===== config.mk =====
export PLATFORM = sky130hd
export DESIGN_NAME = brent_kung_sub8_pipe
export DESIGN_NICKNAME = d
export VERILOG_FILES = /design/src/rtl/brent_kung_sub8_pipe.sv
export SDC_FILE = /design/constraint.sdc
export NUM_CORES = 1
export LEC_CHECK = 0
export BUFFER_PORTS_ARGS = -buffer_cell sky130_fd_sc_hd__buf_4
export CORE_MARGIN = 10
export CORE_UTILIZATION = 62
export CTS_BUF_LIST = sky130_fd_sc_hd__clkbuf_4 sky130_fd_sc_hd__clkbuf_8
export DETAILED_ROUTE_END_ITERATION = 8
export PLACE_DENSITY_LB_ADDON = 0.1
export RECOVER_POWER = 25
export REMOVE_ABC_BUFFERS = 1
export SYNTH_ARGS = -nofsm -noshare
export SYNTH_HDL_FRONTEND = slang
export SYNTH_SLANG_ARGS = --single-unit
export TNS_END_PERCENT = 30

===== constraint.sdc =====
create_clock -name clk -period 5 [get_ports clk]
set_clock_uncertainty 0.15 [all_clocks]
set_input_delay 0.25 -clock clk [delete_from_list [all_inputs] [get_ports clk]]
set_output_delay 0.25 -clock clk [all_outputs]
set_load 0.005 [all_outputs]

===== src/rtl/brent_kung_sub8_pipe.sv =====
// Three-stage pipelined 8-bit add/subtract on a Brent-Kung prefix network,
// with a valid/ready handshake on both sides and carry, overflow and zero flags.
module brent_kung_sub8_pipe #(
  parameter int WIDTH = 8
) (
  input  logic             clk,
  input  logic             rst,
  input  logic             in_valid,
  output logic             in_ready,
  input  logic [WIDTH-1:0] in_a,
  input  logic [WIDTH-1:0] in_b,
  input  logic             in_sub,
  output logic             out_valid,
  input  logic             out_ready,
  output logic [WIDTH-1:0] out_d,
  output logic             out_cout,
  output logic             out_ovf,
  output logic             out_zero
);

  logic ready1, ready2, ready3;
  logic v1, v2;

  // An empty stage never blocks; a full one passes ready down from its successor.
  assign ready3   = !out_valid || out_ready;
  assign ready2   = !v2 || ready3;
  assign ready1   = !v1 || ready2;
  assign in_ready = ready1;

  // ---------------- Stage 1: generate / propagate ----------------
  logic [WIDTH-1:0] b_eff, p0, g0, g0_fold;

  always_comb begin
    b_eff   = in_b ^ {WIDTH{in_sub}};
    p0      = in_a ^ b_eff;
    g0      = in_a & b_eff;
    g0_fold = {g0[7:1], g0[0] | (p0[0] & in_sub)};
  end

  logic [WIDTH-1:0] s1_p, s1_g;
  logic             s1_cin;

  // NOTE: sequential state uses non-blocking assignments so every stage samples
  // the values its predecessor held before this edge.
  always_ff @(posedge clk) begin
    if (rst) v1 <= 1'b0;
    else if (ready1) v1 <= in_valid;
  end

  // NOTE: pipeline data registers carry no reset; they are qualified by the
  // valid bits, which are reset, so stale contents are never observed.
  always_ff @(posedge clk) begin
    if (ready1 && in_valid) begin
      s1_p   <= p0;
      s1_g   <= g0_fold;
      s1_cin <= in_sub;
    end
  end

  // ---------------- Stage 2: up-sweep black cells ----------------
  logic g10, g32, p32, g54, p54, g76, p76, g30, g74, p74;

  always_comb begin
    g10 = s1_g[1] | (s1_p[1] & s1_g[0]);
    g32 = s1_g[3] | (s1_p[3] & s1_g[2]);
    p32 = s1_p[3] & s1_p[2];
    g54 = s1_g[5] | (s1_p[5] & s1_g[4]);
    p54 = s1_p[5] & s1_p[4];
    g76 = s1_g[7] | (s1_p[7] & s1_g[6]);
    p76 = s1_p[7] & s1_p[6];
    g30 = g32 | (p32 & g10);
    g74 = g76 | (p76 & g54);
    p74 = p76 & p54;
  end

  logic [WIDTH-1:0] s2_p;
  logic [3:0]       s2_g;   // single-bit generates {g6, g4, g2, G0}
  logic             s2_g10, s2_g30, s2_g54, s2_p54, s2_g74, s2_p74, s2_cin;

  always_ff @(posedge clk) begin
    if (rst) v2 <= 1'b0;
    else if (ready2) v2 <= v1;
  end

  always_ff @(posedge clk) begin
    if (ready2 && v1) begin
      s2_p   <= s1_p;
      s2_g   <= {s1_g[6], s1_g[4], s1_g[2], s1_g[0]};
      s2_g10 <= g10;
      s2_g30 <= g30;
      s2_g54 <= g54;
      s2_p54 <= p54;
      s2_g74 <= g74;
      s2_p74 <= p74;
      s2_cin <= s1_cin;
    end
  end

  // ---------------- Stage 3: down-sweep gray cells and sum ----------------
  logic [WIDTH:0]   c;
  logic [WIDTH-1:0] d;

  always_comb begin
    c[0] = s2_cin;
    c[1] = s2_g[0];
    c[2] = s2_g10;
    c[4] = s2_g30;
    c[3] = s2_g[1] | (s2_p[2] & c[2]);
    c[6] = s2_g54  | (s2_p54  & c[4]);
    c[5] = s2_g[2] | (s2_p[4] & c[4]);
    c[7] = s2_g[3] | (s2_p[6] & c[6]);
    c[8] = s2_g74  | (s2_p74  & c[4]);
    d    = s2_p ^ c[WIDTH-1:0];
  end

  always_ff @(posedge clk) begin
    if (rst) begin
      out_valid <= 1'b0;
      out_d     <= '0;
      out_cout  <= 1'b0;
      out_ovf   <= 1'b0;
      out_zero  <= 1'b0;
    end else if (ready3) begin
      out_valid <= v2;
      if (v2) begin
        out_d    <= d;
        out_cout <= c[8];
        out_ovf  <= c[8] ^ c[7];
        out_zero <= (d == '0);
      end
    end
  end

endmodule

; Word-level counts from Yosys, hierarchy flattened
; Cells that the tools add are included.
; Widths: inputs -> output; s select.
[classes]
reduce_logical = 10
n_bitwise = 33
[ops]
columns = cell, n
row1 = $xor 8x8->8, 3
row2 = $and 1x1->1, 16
row3 = $or 1x1->1, 12
row4 = $and 8x8->8, 1
row5 = $logic_not 8->1, 1
row6 = $logic_not 1->1, 3
row7 = $logic_or 1x1->1, 3
row8 = $logic_and 1x1->1, 2
row9 = $reduce_and 2->1, 1
row10 = $xor 1x1->1, 1
[word_totals]
elab_cells = 62
regBits = 50
out_inout_bits = 13
in_bits = 21

; Depth between registers and ports, before layout
[logic_depth]
word_depth = 6
mapped_depth = 5
ltp_nobuf = 5

; Worst setup path after synthesis
; OpenSTA, ideal clock, no wires.
[synth_path]
kind = flip-flop to flip-flop
startpoint = register out_valid
endpoint = register s2_cin (enable)
n_path_buf = 1
t_arrival_ns = 2.092
required_ns = 4.426
setup_time_ns = 0.424
path_slack_ns = 2.334
period_less_slack_ns = 2.666
path_stages_with_launch = 4
cell_sequence = dfxtp_1 nor2b_1 clkbuf_1 a21boi_0
[synth_between]
elab_chain_cells = 4
[synth_lines]
columns = element, line
row1 = from (decl), 13  ; output logic out_valid,
row2 = from (signal assigned), 124  ; out_valid <= v2;
row3 = $logic_not 1->1, 25  ; assign ready3 = !out_valid || out_ready;
row4 = $logic_or 1x1->1, 25
row5 = $logic_or 1x1->1, 26  ; assign ready2 = !v2 || ready3;
row6 = $logic_and 1x1->1, 86  ; if (ready2 && v1) begin
row7 = to (signal assigned), 95  ; s2_cin <= s1_cin;
row8 = to (decl), 78  ; logic s2_g10, s2_g30, s2_g54, s2_p54, s2_g74, s2_p74, s2_cin;
; Every way passes these cells.
; A chain may end at the register's enable or synchronous reset.

; Final worst setup path
[layout_path]
startpoint = register out_valid
endpoint = output in_ready
[layout_between]
elab_chain_cells = 4
[layout_lines]
columns = element, line
row1 = $logic_not 1->1, 25
row2 = $logic_or 1x1->1, 25
row3 = $logic_or 1x1->1, 26
row4 = $logic_or 1x1->1, 27  ; assign ready1 = !v1 || ready2;
row5 = to (decl), 9  ; output logic in_ready,
; Every way passes these cells.

==> results.md <==
* Vias at 1222
* Largest net degree at the start of global routing at 21
* Status: complete, no violations
* Antenna cells at 0
* CTS tree: built
* CTS resizes at 0
* Die area at 5910 sq um
* Ys async rst share at 0%
* Max Clk Rate at 0.4812 GHz
* Min-Delay Path Class: input port to flop
* Period Utilization, post-route at 41.56%
* FF+latch count, synth at 50
* Setup TNS at 0 ns
* Layout cells sized above 1 at 24.44%
* Area growth syn-to-layout at 20.71%
* First-pass GRT wire length at 5878 microns
* Post-synth EDFFs at 36
* Starting Density at 65.16%
* Worst hold slack at 0.02936 ns
* Core box area at 3078 sq um
* WP data arrival at 1.68 ns
* Worst EP required at 4.60 ns
* Setup violators final at 0
* Bufs and invs on worst path at 1
* Worst Max-Slew Pin Slew at 0.6820 ns
* Critical-path cell list: nor2b_1 -> nand3_1 -> buf_4
* Synth Cell Area at 2006 sq um
* CTS clk-pin slew, worst paths at 0.14 ns
* Non-Filler Instances at 224
* GP Congestion at 0.8057
* Fin. Hold Viols at 0
* Syn Area/Cell at 14.22 sq um
* Final HPWL DP at 2566 microns
* Drt drc at 0
* Maximum VDD drop at 0.0002955 V
* Most used DFF post-synth: edfxtp_1
* CTS Buffer Depth at 2
* Power Dens Cells at 344.4 nW/um^2
* Max Slew Vio Count at 0
* Root Buffer: clkbuf_4
* End of the critical path: in_ready
* Yosys warnings at 0
* Hold buffers post-CTS at 3
* Area post-placement at 2293 sq um
* Antenna violations before repair at 0
* First drt pass iteration count at 4
* Fin crit period at 2.078 ns
* Die height at 76.88 microns
* Worst r2r dst: v1
* Slowest-stage cell, CP: nor2b_1
* Vias in the first global route at 1289
* Post-synth top area share at 53.90%
* Worst-Skew Late Latency at 0.35 ns
* Largest delay share family, worst path: simple AND/OR/NAND/NOR gates
* CP startpoint kind: flop
* Library cells used by synthesis at 29
* Vias per cell at 5.455
* Seq/Total Area, Yosys at 67.87%
* Most common cell in the netlist: edfxtp_1
* Final nets at 210
* Leak at 0.0009531 uW
* TritonCTS Buffers at 5
* R2R setup slack at 2.94 ns
* Max stage delay on crit path at 0.57 ns
* Cells after Synth at 141
* Area leader, netlist: edfxtp_1
* RSZ-0062 raised after global routing: false
* Setup CP Type: flop to output pin
* Wire length per cell at 15.01 microns
* Max Cap Violations at 0
* IO Count at 34
* Final instance area at 2421 sq um
* CP max FO at 11
* Detailed Route Iter0 Violations at 79
* ANT nets after route at 0
* Number of H-tree levels at 2
* Total grt overflow at 0
* Total Power at 833.8 uW
* Reg-to-Reg Start: out_valid
* Hold Path Stages at 2
* CP startpoint: out_valid
* Crit. End Element: output pin
* Die X at 76.88 microns
* GRT Overall Usage at 12.22%
* # clock sinks at 50
* Slew HR at 54.44%
* Synth area leaders: edfxtp_1 54%, dfxtp_1 14%, ha_1 6.2%, a21oi_1 3.7%, xor2_1 3.1%
* FF-to-FF path depth at 4
* Setup Buffers After CTS at 0
* Buffers on Ports at 33
* DRT Wirelength at 3362 microns
* DP Cell Count at 213
* WP depth at 3
* Commonest cells post-synth: 36 x edfxtp_1, 15 x a21oi_1, 14 x dfxtp_1
* Rows at 20
==> per-layer routing <==
metal	share of wire (%)	vias to the layer above	GRT usage [%]
met2	49	42	20.49
met5	0	-	0
met1	42	561	13.22
li1	-	612	-
met3	7.0	7	5.012
met4	2.1	0	5.390
==> sequential cells by signal (all words and copies together), names as in the netlist <==
name       flops
out_cout       1
out_d          8
out_ovf        1
out_valid      1
out_zero       1
s1_cin         1
s1_g           8
s1_p           8
s2_cin         1
s2_g           4
s2_g10         1
s2_g30         1
s2_g54         1
s2_g74         1
s2_p           8
s2_p54         1
s2_p74         1
v1             1
v2             1
==> layout make-up <==
type	count	area, sq um
clock buffers	5	37.54
inverters	2	7.507
flip-flops and latches	50	1361
well taps	44	55.05
multi-input cells	82	606.8
clock inverters	3	63.81
repair buffers	38	289.0
fillers	190	656.9
==> layout by cell type (no fill, tap or decap), drive strengths merged, types with 2 or more instances in the layout <==
cell type and instances:
inv 2, a21o 7, dlygate4sd3 3, or3 3, nor2 2, nand3 3
a311oi 4, ha 10, buf 34, a21oi 15, edfxtp 36, xor2 7
clkbuf 6, nor3 3, nand4 3, nand2b 2, and3 2, o21ai 8
bufinv 2, dfxtp 14, xnor2 5
==> worst min path at each step <==
stage	start	to	slack (ns)
3_3_place_gp	s1_p[0]	s2_p[0]	0.25
5_1_grt	in_a[5]	s1_g[5]	0.01
2_1_floorplan	rst	out_d[2]	0.17
4_1_cts	in_a[4]	s1_p[4]	0.02
6_report	in_a[4]	s1_p[4]	0.03
3_5_place_dp	s1_cin	s2_cin	0.28
==> metrics by stage <==
step | utilization (%) | setup WS (ns)
2_1_floorplan | - | 2.430
3_3_place_gp | 74.51 | 3.275
3_5_place_dp | 74.51 | 3.265
6_report | 78.66 | 2.922
5_1_grt | 78.66 | 2.776
4_1_cts | 78.78 | 2.944
==> report_power, final <==
group | switching, uW | internal [uW]
Combinational | 34.4 | 38.3
Sequential | 13.2 | 476
Clock | 118 | 154
==> cell families after synthesis <==
family,synth area share [%]
multiplexers,0.5614
buffers and inverters,1.871
flip-flops,67.87
AND/OR/NAND/NOR,5.864
adder cells (fa/ha/maj),6.238
AO/OA/AOI/OAI,12.35
XOR/XNOR,5.240
(Power assumes the default switching activity.)
